<file path="config.mk">
export PLATFORM = sky130hd
export DESIGN_NAME = mac_engine
export DESIGN_NICKNAME = d
export VERILOG_FILES = /design/src/rtl/mac_engine_pkg.sv /design/src/rtl/mac_engine_mult.sv /design/src/rtl/mac_engine.sv
export SDC_FILE = /design/constraint.sdc
export NUM_CORES = 2
export LEC_CHECK = 0
export ABC_CLOCK_PERIOD_IN_PS = 11230
export CAP_MARGIN = 20
export CORE_MARGIN = 8
export CORE_UTILIZATION = 45
export CTS_BUF_LIST = sky130_fd_sc_hd__clkbuf_4 sky130_fd_sc_hd__clkbuf_8
export CTS_CLUSTER_DIAMETER = 120
export DETAILED_ROUTE_END_ITERATION = 7
export PLACE_DENSITY = 0.71
export REMOVE_ABC_BUFFERS = 1
export SLEW_MARGIN = 20
export SYNTH_ARGS = -nofsm -noshare
export SYNTH_HDL_FRONTEND = slang
export SYNTH_SLANG_ARGS = --single-unit
</file>
<file path="constraint.sdc">
create_clock -name clk_i -period 11.23 [get_ports clk_i]
set_input_delay 2.246 -clock clk_i [delete_from_list [all_inputs] [get_ports clk_i]]
set_output_delay 2.246 -clock clk_i [all_outputs]
set_load 0.05 [all_outputs]
</file>
<file path="src/rtl/mac_engine_pkg.sv">
// mac_engine_pkg: shared types, widths and arithmetic helpers for mac_engine.
// Defining MAC_ENGINE_SATURATE_EN makes the adds saturate instead of wrapping.
package mac_engine_pkg;

    localparam int unsigned MAC_ENGINE_CNT_LEN = 16;

    typedef enum logic [1:0] {IDLE, RUN, DRAIN} mac_engine_state_t;

    typedef struct packed {
        logic [31:0] data;
        logic [3:0]  strb;
        logic        valid;
    } stream_t;

    // simple_mul=1 selects per-element multiply-add, 0 selects accumulation
    typedef struct packed {
        logic                          start;
        logic                          simple_mul;
        logic [4:0]                    shift;
        logic [MAC_ENGINE_CNT_LEN-1:0] len;
    } ctrl_engine_t;

    typedef struct packed {
        logic                          busy;
        logic                          done;
        logic [MAC_ENGINE_CNT_LEN-1:0] cnt;
    } flags_engine_t;

`ifdef MAC_ENGINE_SATURATE_EN
    function automatic logic [31:0] clamp32(input logic signed [63:0] x);
        return (x > 64'sh7FFFFFFF) ? 32'h7FFFFFFF :
               (x < -64'sh80000000) ? 32'h80000000 : x[31:0];
    endfunction
`endif

    function automatic logic [31:0] add32(input logic [31:0] x, input logic [31:0] y);
`ifdef MAC_ENGINE_SATURATE_EN
        return clamp32({{32{x[31]}}, x} + {{32{y[31]}}, y});
`else
        return x + y;
`endif
    endfunction

endpackage

</file>
<file path="src/rtl/mac_engine_mult.sv">
// mac_engine_mult: registered signed 32x32 multiply with arithmetic right shift and a valid/ready stage.
// With MAC_ENGINE_SATURATE_EN the shifted product saturates to 32 bits, otherwise it is truncated.
module mac_engine_mult
    import mac_engine_pkg::*;
(
    input  logic        clk_i,
    input  logic        rst_ni,
    input  logic        enable_i,
    input  logic        clear_i,
    input  logic        valid_i,
    output logic        ready_o,
    input  logic [31:0] a_i,
    input  logic [31:0] b_i,
    input  logic [31:0] c_i,
    input  logic [4:0]  shift_i,
    input  logic        last_i,
    output logic        valid_o,
    input  logic        ready_i,
    output logic [31:0] p_o,
    output logic [31:0] c_o,
    output logic        last_o
);
    logic signed [63:0] prod_sh;
    logic [31:0]        p_d;
    logic               valid_q, last_q;
    logic [31:0]        p_q, c_q;

    assign prod_sh = ($signed({{32{a_i[31]}}, a_i}) * $signed({{32{b_i[31]}}, b_i})) >>> shift_i;
`ifdef MAC_ENGINE_SATURATE_EN
    assign p_d = clamp32(prod_sh);
`else
    logic unused_hi;
    assign p_d       = prod_sh[31:0];
    assign unused_hi = ^prod_sh[63:32];
`endif

    assign ready_o = enable_i & (~valid_q | ready_i);
    assign valid_o = valid_q;
    assign p_o     = p_q;
    assign c_o     = c_q;
    assign last_o  = last_q;

    always_ff @(posedge clk_i or negedge rst_ni) begin
        if (!rst_ni) begin
            valid_q <= 1'b0;
            last_q  <= 1'b0;
            p_q     <= '0;
            c_q     <= '0;
        end else if (clear_i) begin
            valid_q <= 1'b0;
        end else if (ready_o) begin
            valid_q <= valid_i;
            if (valid_i) begin
                p_q    <= p_d;
                c_q    <= c_i;
                last_q <= last_i;
            end
        end
    end
endmodule

</file>
<file path="src/rtl/mac_engine.sv">
// mac_engine: two-stage multiply-add / accumulate engine with valid/ready streams.
// MAC_ENGINE_SATURATE_EN (in mac_engine_pkg / mac_engine_mult) selects saturating arithmetic.
module mac_engine
    import mac_engine_pkg::*;
#(
    parameter int unsigned CNT_LEN = MAC_ENGINE_CNT_LEN
) (
    input  logic          clk_i,
    input  logic          rst_ni,
    input  logic          test_mode_i,
    input  logic          enable_i,
    input  logic          clear_i,
    input  stream_t       a_i,
    output logic          a_ready_o,
    input  stream_t       b_i,
    output logic          b_ready_o,
    input  stream_t       c_i,
    output logic          c_ready_o,
    output stream_t       d_o,
    input  logic          d_ready_i,
    input  ctrl_engine_t  ctrl_i,
    output flags_engine_t flags_o
);
    mac_engine_state_t  state_q;
    logic               madd_q, done_q, d_valid_q;
    logic [4:0]         shift_q;
    logic [CNT_LEN-1:0] len_q, cnt_q;
    logic [31:0]        acc_q, d_data_q;

    logic        in_valid, in_fire, last_in, s1_ready, s1_valid, s1_last, s2_ready, s2_fire;
    logic [31:0] s1_p, s1_c, sum;
    logic        unused_ok;

    assign unused_ok = ^{test_mode_i, a_i.strb, b_i.strb, c_i.strb};

    assign in_valid  = (state_q == RUN) & ~clear_i & a_i.valid & b_i.valid & (c_i.valid | ~madd_q);
    assign in_fire   = in_valid & s1_ready;
    assign last_in   = (cnt_q + 1'b1) == len_q;
    assign a_ready_o = in_fire;
    assign b_ready_o = in_fire;
    assign c_ready_o = in_fire & madd_q;

    mac_engine_mult u_mult (
        .clk_i    (clk_i),
        .rst_ni   (rst_ni),
        .enable_i (enable_i),
        .clear_i  (clear_i),
        .valid_i  (in_valid),
        .ready_o  (s1_ready),
        .a_i      (a_i.data),
        .b_i      (b_i.data),
        .c_i      (c_i.data),
        .shift_i  (shift_q),
        .last_i   (last_in),
        .valid_o  (s1_valid),
        .ready_i  (s2_ready),
        .p_o      (s1_p),
        .c_o      (s1_c),
        .last_o   (s1_last)
    );

    assign s2_ready = enable_i & (~d_valid_q | d_ready_i);
    assign s2_fire  = s1_valid & s2_ready;
    assign sum      = add32(madd_q ? s1_c : acc_q, s1_p);

    assign d_o     = '{data: d_data_q, strb: 4'hF, valid: d_valid_q};
    assign flags_o = '{busy: state_q != IDLE, done: done_q, cnt: cnt_q};

    always_ff @(posedge clk_i or negedge rst_ni) begin
        if (!rst_ni) begin
            state_q   <= IDLE;
            madd_q    <= 1'b0;
            shift_q   <= '0;
            len_q     <= '0;
            cnt_q     <= '0;
            acc_q     <= '0;
            done_q    <= 1'b0;
            d_valid_q <= 1'b0;
            d_data_q  <= '0;
        end else if (clear_i) begin
            state_q   <= IDLE;
            cnt_q     <= '0;
            acc_q     <= '0;
            done_q    <= 1'b0;
            d_valid_q <= 1'b0;
            d_data_q  <= '0;
        end else if (enable_i) begin
            done_q <= 1'b0;
            case (state_q)
                IDLE: if (ctrl_i.start) begin
                    madd_q  <= ctrl_i.simple_mul;
                    shift_q <= ctrl_i.shift;
                    len_q   <= ctrl_i.len;
                    cnt_q   <= '0;
                    acc_q   <= '0;
                    if (ctrl_i.len == '0) done_q <= 1'b1;
                    else state_q <= RUN;
                end
                RUN: if (in_fire) begin
                    cnt_q <= cnt_q + 1'b1;
                    if (last_in) state_q <= DRAIN;
                end
                DRAIN: if (!s1_valid && !d_valid_q) begin
                    done_q  <= 1'b1;
                    state_q <= IDLE;
                end
                default: state_q <= IDLE;
            endcase
            if (d_ready_i) d_valid_q <= 1'b0;
            // accumulate mode only emits on the element tagged last in stage 1
            if (s2_fire && (madd_q || s1_last)) begin
                d_valid_q <= 1'b1;
                d_data_q  <= sum;
            end
            if (s2_fire && !madd_q) acc_q <= sum;
        end
    end
endmodule

</file>
# After elaboration in Yosys (flattened, before gate mapping)
# Cells that the tools add are included.
dict set report word_totals {
  word_cells 99
  regBits 172
  input_bits 140
  output_inout_bits 58
}
dict set report op_classes {
  n_mul 1
  eq_ne 8
  bitwise_logic 16
  reduce_logical 24
  shift 1
  add_sub_neg 2
  muxes 34
}
# operator n
set op_table {}
lappend op_table {{32-bit 2-to-1 mux} 9}
lappend op_table {{32-bit by 32-bit multiplier with 64-bit output} 1}
lappend op_table {{16-bit 2-to-1 mux} 4}
lappend op_table {{64-bit by 5-bit >>> shifter with 32-bit output} 1}
lappend op_table {{32-bit adder} 1}
lappend op_table {{16-bit case mux with 2 select lines} 1}
lappend op_table {{16-bit by 1-bit adder with 16-bit output (second input constant)} 1}
lappend op_table {{16-bit == test} 1}
lappend op_table {{16-bit logical NOT} 1}
lappend op_table {{2-bit 2-to-1 mux} 7}
lappend op_table {{3-bit inequality test (second input constant)} 4}
lappend op_table {{3-bit nonzero test} 4}
lappend op_table {{1-bit 2-to-1 mux} 11}
lappend op_table {{1-bit AND} 9}
lappend op_table {{4-bit AND reduction} 2}
lappend op_table {{2-bit nonzero test} 4}
lappend op_table {{2-bit case mux with 3 select lines} 1}
lappend op_table {{3-bit AND reduction} 2}
lappend op_table {{6-bit AND reduction} 1}
lappend op_table {{1-bit inverter} 4}
lappend op_table {{2-bit AND reduction} 2}
lappend op_table {{1-bit logical AND} 3}
lappend op_table {{1-bit logical NOT} 3}
lappend op_table {{3-bit by 2-bit inequality test with 1-bit output (second input constant)} 1}
lappend op_table {{6 further kinds} 8}

# Logic depth before layout (Yosys ltp)
dict set report logic_depth {
  depth_word 10
  ltp_mapped 31
  depth_no_buf 29
}

# Hierarchy
# From an unflattened synthesis, not the netlist that was laid out.
dict set report hier_totals {
  cells_unflattened 5391
  hier_area_um2 49681.4
}
# mod n_inst seq_area_each_um2 area_each_um2 cells_each
set by_module_without_submodules {}
lappend by_module_without_submodules {mac_engine_mult 1 1651.6 42201.7 4574}
lappend by_module_without_submodules {mac_engine 1 2652.5 7479.7 817}

# Worst setup path after synthesis
# Ideal clock, no wire load.
dict set report synth_timing {
  path_kind {input-to-reg}
  startpoint {input port a_i[36] in the netlist's numbering}
  endpoint {register u_mult.p_q[31], in the netlist u_mult.p_o[31]}
  path_slack_ns 0.818
  stages 29
  arrival_time_ns 10.316
  required_time_ns 11.135
  n_path_buf 2
  setup_time_ns 0.095
  cell_sequence {clkbuf_1 > nand2_1 > inv_1 > fa_1 > inv_1 > fa_1 > inv_1 > fa_1 > fa_1 > inv_1 > fa_1 > fa_1 > fa_1 > fa_1 > inv_1 > ha_1 > clkbuf_1 > a21oi_1 > o21ai_1 > a21o_1 > a21o_1 > a211o_1 > a31oi_1 > nand3_1 > o21ai_1 > xor2_1 > a32o_1 > o31a_1 > o31ai_1}
}
dict set report synth_between {
  elab_chain_cells 2
}
# item line
set synth_lines {}
lappend synth_lines {{start: declaration} mac_engine.sv:13} ;# input stream_t a_i,
lappend synth_lines {{32-bit by 32-bit multiplier with 64-bit output} mac_engine_mult.sv:28} ;# assign prod_sh = ($signed({{32{a_i[31]}}, a_i}) * $signed({{32{b_i[31]}}, b_i})) >>> shift_i;
lappend synth_lines {{64-bit by 5-bit >>> shifter with 32-bit output} mac_engine_mult.sv:28}
lappend synth_lines {{end signal: assignment} mac_engine_mult.sv:54} ;# p_q <= p_d;
lappend synth_lines {{end: declaration} mac_engine_mult.sv:26} ;# logic [31:0] p_q, c_q;
# No other way between the ends.
# A chain may end at the register's enable or synchronous reset.

# Worst setup path after layout
dict set report layout_timing {
  startpoint {input port a_i[36] in the netlist's numbering}
  endpoint {register u_mult.p_q[21], in the netlist u_mult.p_o[21]}
}
# The elaborated chain is that of the path after synthesis.

==> impl_metrics.yaml <==
run_status:
  run_status: "completed"
hold_path:
  hold_path.class: "reg -> reg"
route:
  vias_per_cell: 5.54
  first_pass_iters: 7
  routed_wl_mm: 126
  post-route-drc-count: 0
  detail-route-antenna-nets: 0
  drt_iter0_drc: 2507
  avgRoutedWirePerCell_um: 19.1
  routed-via-count: 36662
yosys:
  yosysTopAreaCell: "fa_1"
  ys_seq_area_frac: 0.0903
  synth-edff-count: 0
  synthTopCellsByArea: "fa_1 45%, dfrtp_1 9.0%, nand2_1 7.3%, ha_1 5.6%, inv_1 5.5%"
  yosysMostFrequentCell: "fa_1"
  avgSynthCellArea_um2: 9.26
  synth_cell_type_count: 98
  netlist_area_um2: 47700
  ys.warnings.count: 0
  syn_inst: 5148
  synth_common_cells: "1074 x fa_1, 929 x nand2_1, 702 x inv_1, 411 x and2_1, 281 x clkbuf_1"
  netlist.area_leader.share: 0.451
  synth.ff_latch_count: 172
  synthFlopType: "dfrtp_1"
  async_flop_share: 1.00
global_routing:
  grt_usage: 0.222
  grt_pass1_wl_mm: 214
  grt_pass1_vias: 40620
  grt_start_max_net_pins: 99
  antenna_found_initial: 2
  gr-total-overflow: 0
floorplanning:
  dieArea_um2: 117000
  rows: 119
  die_w_um: 342
  io_pins: 198
  die_h_um: 342
  start_util: 0.453
  core_area_um2: 105000
worst_setup_path:
  worst_path_most_repeated_cell: "fa_1"
  critPathArrivalTime_ns: 11.17
  slowest_stage: "fa_1"
  cp_max_fo: 33
  crit_required_ns: 11.59
  end_kind: "flop"
  critPathLaunchType: "input pin"
  critical_path_class: "in -> reg"
  max_stage_delay_ns: 0.63
clocking:
  cts_setup_buffers: 0
  clkSlewWorstSetupHoldPaths_ns: 0.09
  cts_root_buf: "clkbuf_8"
  numCtsBuffers: 17
  cts.sinks: 172
  clock_latency_ns: 0.48
  h-tree-depth: 4
  cts.repair.resized: 0
  tritoncts: "yes"
  ctsHoldBuffers: 0
  clockBufferDepth: 2
placement:
  portBuffers: 180
  gp_congestion: 0.959
  hpwl_mm: 104
  pre_cts_slack_ns: 0.0486
sta:
  timing.final.ws_setup_ns: 0.425
  finClkSkew_ns: 0.0133
  fmax_ghz: 0.0925
  fin_crit_sh: 0.962
  worst_slew_pin_slew_ns: 1.06
  setup-tns-final_ns: 0
  hold_viol: 0
  rsz0062_at_grt: "false"
  slew_headroom: 0.289
  period_needed_ns: 10.81
  setup_violations: 0
  finalMaxSlewViolations: 0
layout:
  drive_above_1_share: 0.0646
  fin_nets: 6635
  register_area_um2: 4310
  area_growth_pct: 9.61
  multiInputGateArea_um2: 39500
  fill_cells: 9590
run:
  drv_cap: 0
==> cell usage in the layout (no fill, tap or decap), drive strengths merged, types with 40 or more instances in the layout <==
cell type      netlist  final
a21oi              159    159
nor2               160    160
nand2b              40     40
clkdlybuf4s50        0    179
xor2                41     41
fa                1074   1074
xnor2               84     84
mux2                67     67
and2               411    411
inv                704    706
ha                 214    214
o21ai              141    141
nand2              930    930
a21o                46     46
mux2i               56     56
a211oi              45     45
dfrtp              172    172
buf                 42    182
nand3               45     45
==> through the flow <==
| stage | area, µm² | instances | hold slack [ns] | util |
|---|---|---|---|---|
| after floorplan | 46400 | 4827 | 0.440 | - |
| after global placement | 51800 | 6578 | 0.456 | 0.492 |
| after detailed placement | 51800 | 6578 | 0.458 | 0.492 |
| after CTS | 52200 | 6610 | 0.480 | 0.496 |
| after global routing | 52300 | 6613 | 0.503 | 0.497 |
| final | 52300 | 6613 | 0.480 | 0.497 |
==> flip-flops by register name, indices dropped and copies added (netlist names) <==
name            cells
acc_q              32
d_data_q           32
u_mult.c_o         32
u_mult.p_o         32
cnt_q              16
len_q              16
shift_q             5
state_q             2
d_valid_q           1
done_q              1
madd_q              1
u_mult.last_o       1
u_mult.valid_o      1
==> cell type report <==
cell class / instances / area share
diodes: 2 / 0.0000957
well taps: 1391 / 0.0333
flip-flops and latches: 172 / 0.0824
inverters: 706 / 0.0507
clock inverters: 13 / 0.00314
repair buffers: 361 / 0.0697
multi-input cells: 3949 / 0.756
clock buffers: 19 / 0.00500
==> final timing paths <==
check	from	end	slack (ns)	cells past startpoint
worst min-delay path	u_mult.c_o[2]$_DFFE_PN0P_	u_mult.c_o[2]$_DFFE_PN0P_	0.48	2
min in group asynchronous	rst_ni	len_q[11]$_DFFE_PN0P_	1.88	1
worst min register to register	u_mult.c_o[2]$_DFFE_PN0P_	u_mult.c_o[2]$_DFFE_PN0P_	0.48	2
max in group asynchronous	rst_ni	acc_q[29]$_DFFE_PN0P_	7.80	2
worst max-delay path	a_i[36]	u_mult.p_o[21]$_DFFE_PN0P_	0.42	29
worst max register to register	madd_q$_DFFE_PN0P_	acc_q[30]$_DFFE_PN0P_	6.94	14
==> critical path, delay by kind of cell <==
family | cells | cell delay [ns]
xor gates and xnor gates | 1 | 0.14
AOI/OAI and AO/OA | 4 | 1.15
buffers and inverters | 9 | 1.76
adders and majority gates | 9 | 4.54
muxes | 1 | 0.15
and+or+nand+nor | 5 | 1.13
==> layer usage <==
layer,GRT usage,share of wire,up-vias
met5,0,0,-
met4,0.0563,0.025,0
met3,0.0220,0.053,239
met2,0.394,0.51,1204
met1,0.291,0.41,18962
li1,-,-,16257
==> cell families (layout without fill, tap and decap cells) <==
family,after synthesis,count (layout),share of synthesized area
adder cells (fa/ha/maj),1288,1288,0.507
multiplexers,134,134,0.0328
XOR/XNOR,125,125,0.0230
AO/OA/AOI/OAI,639,639,0.0914
other,1,6,0.0000786
AND/OR/NAND/NOR,1759,1759,0.173
flip-flops,172,172,0.0903
buffers and inverters,1030,1099,0.0823
Power is left out: the tool's default activity adds up to more than one toggle a clock period on the data nets, which glitch-free logic cannot reach.
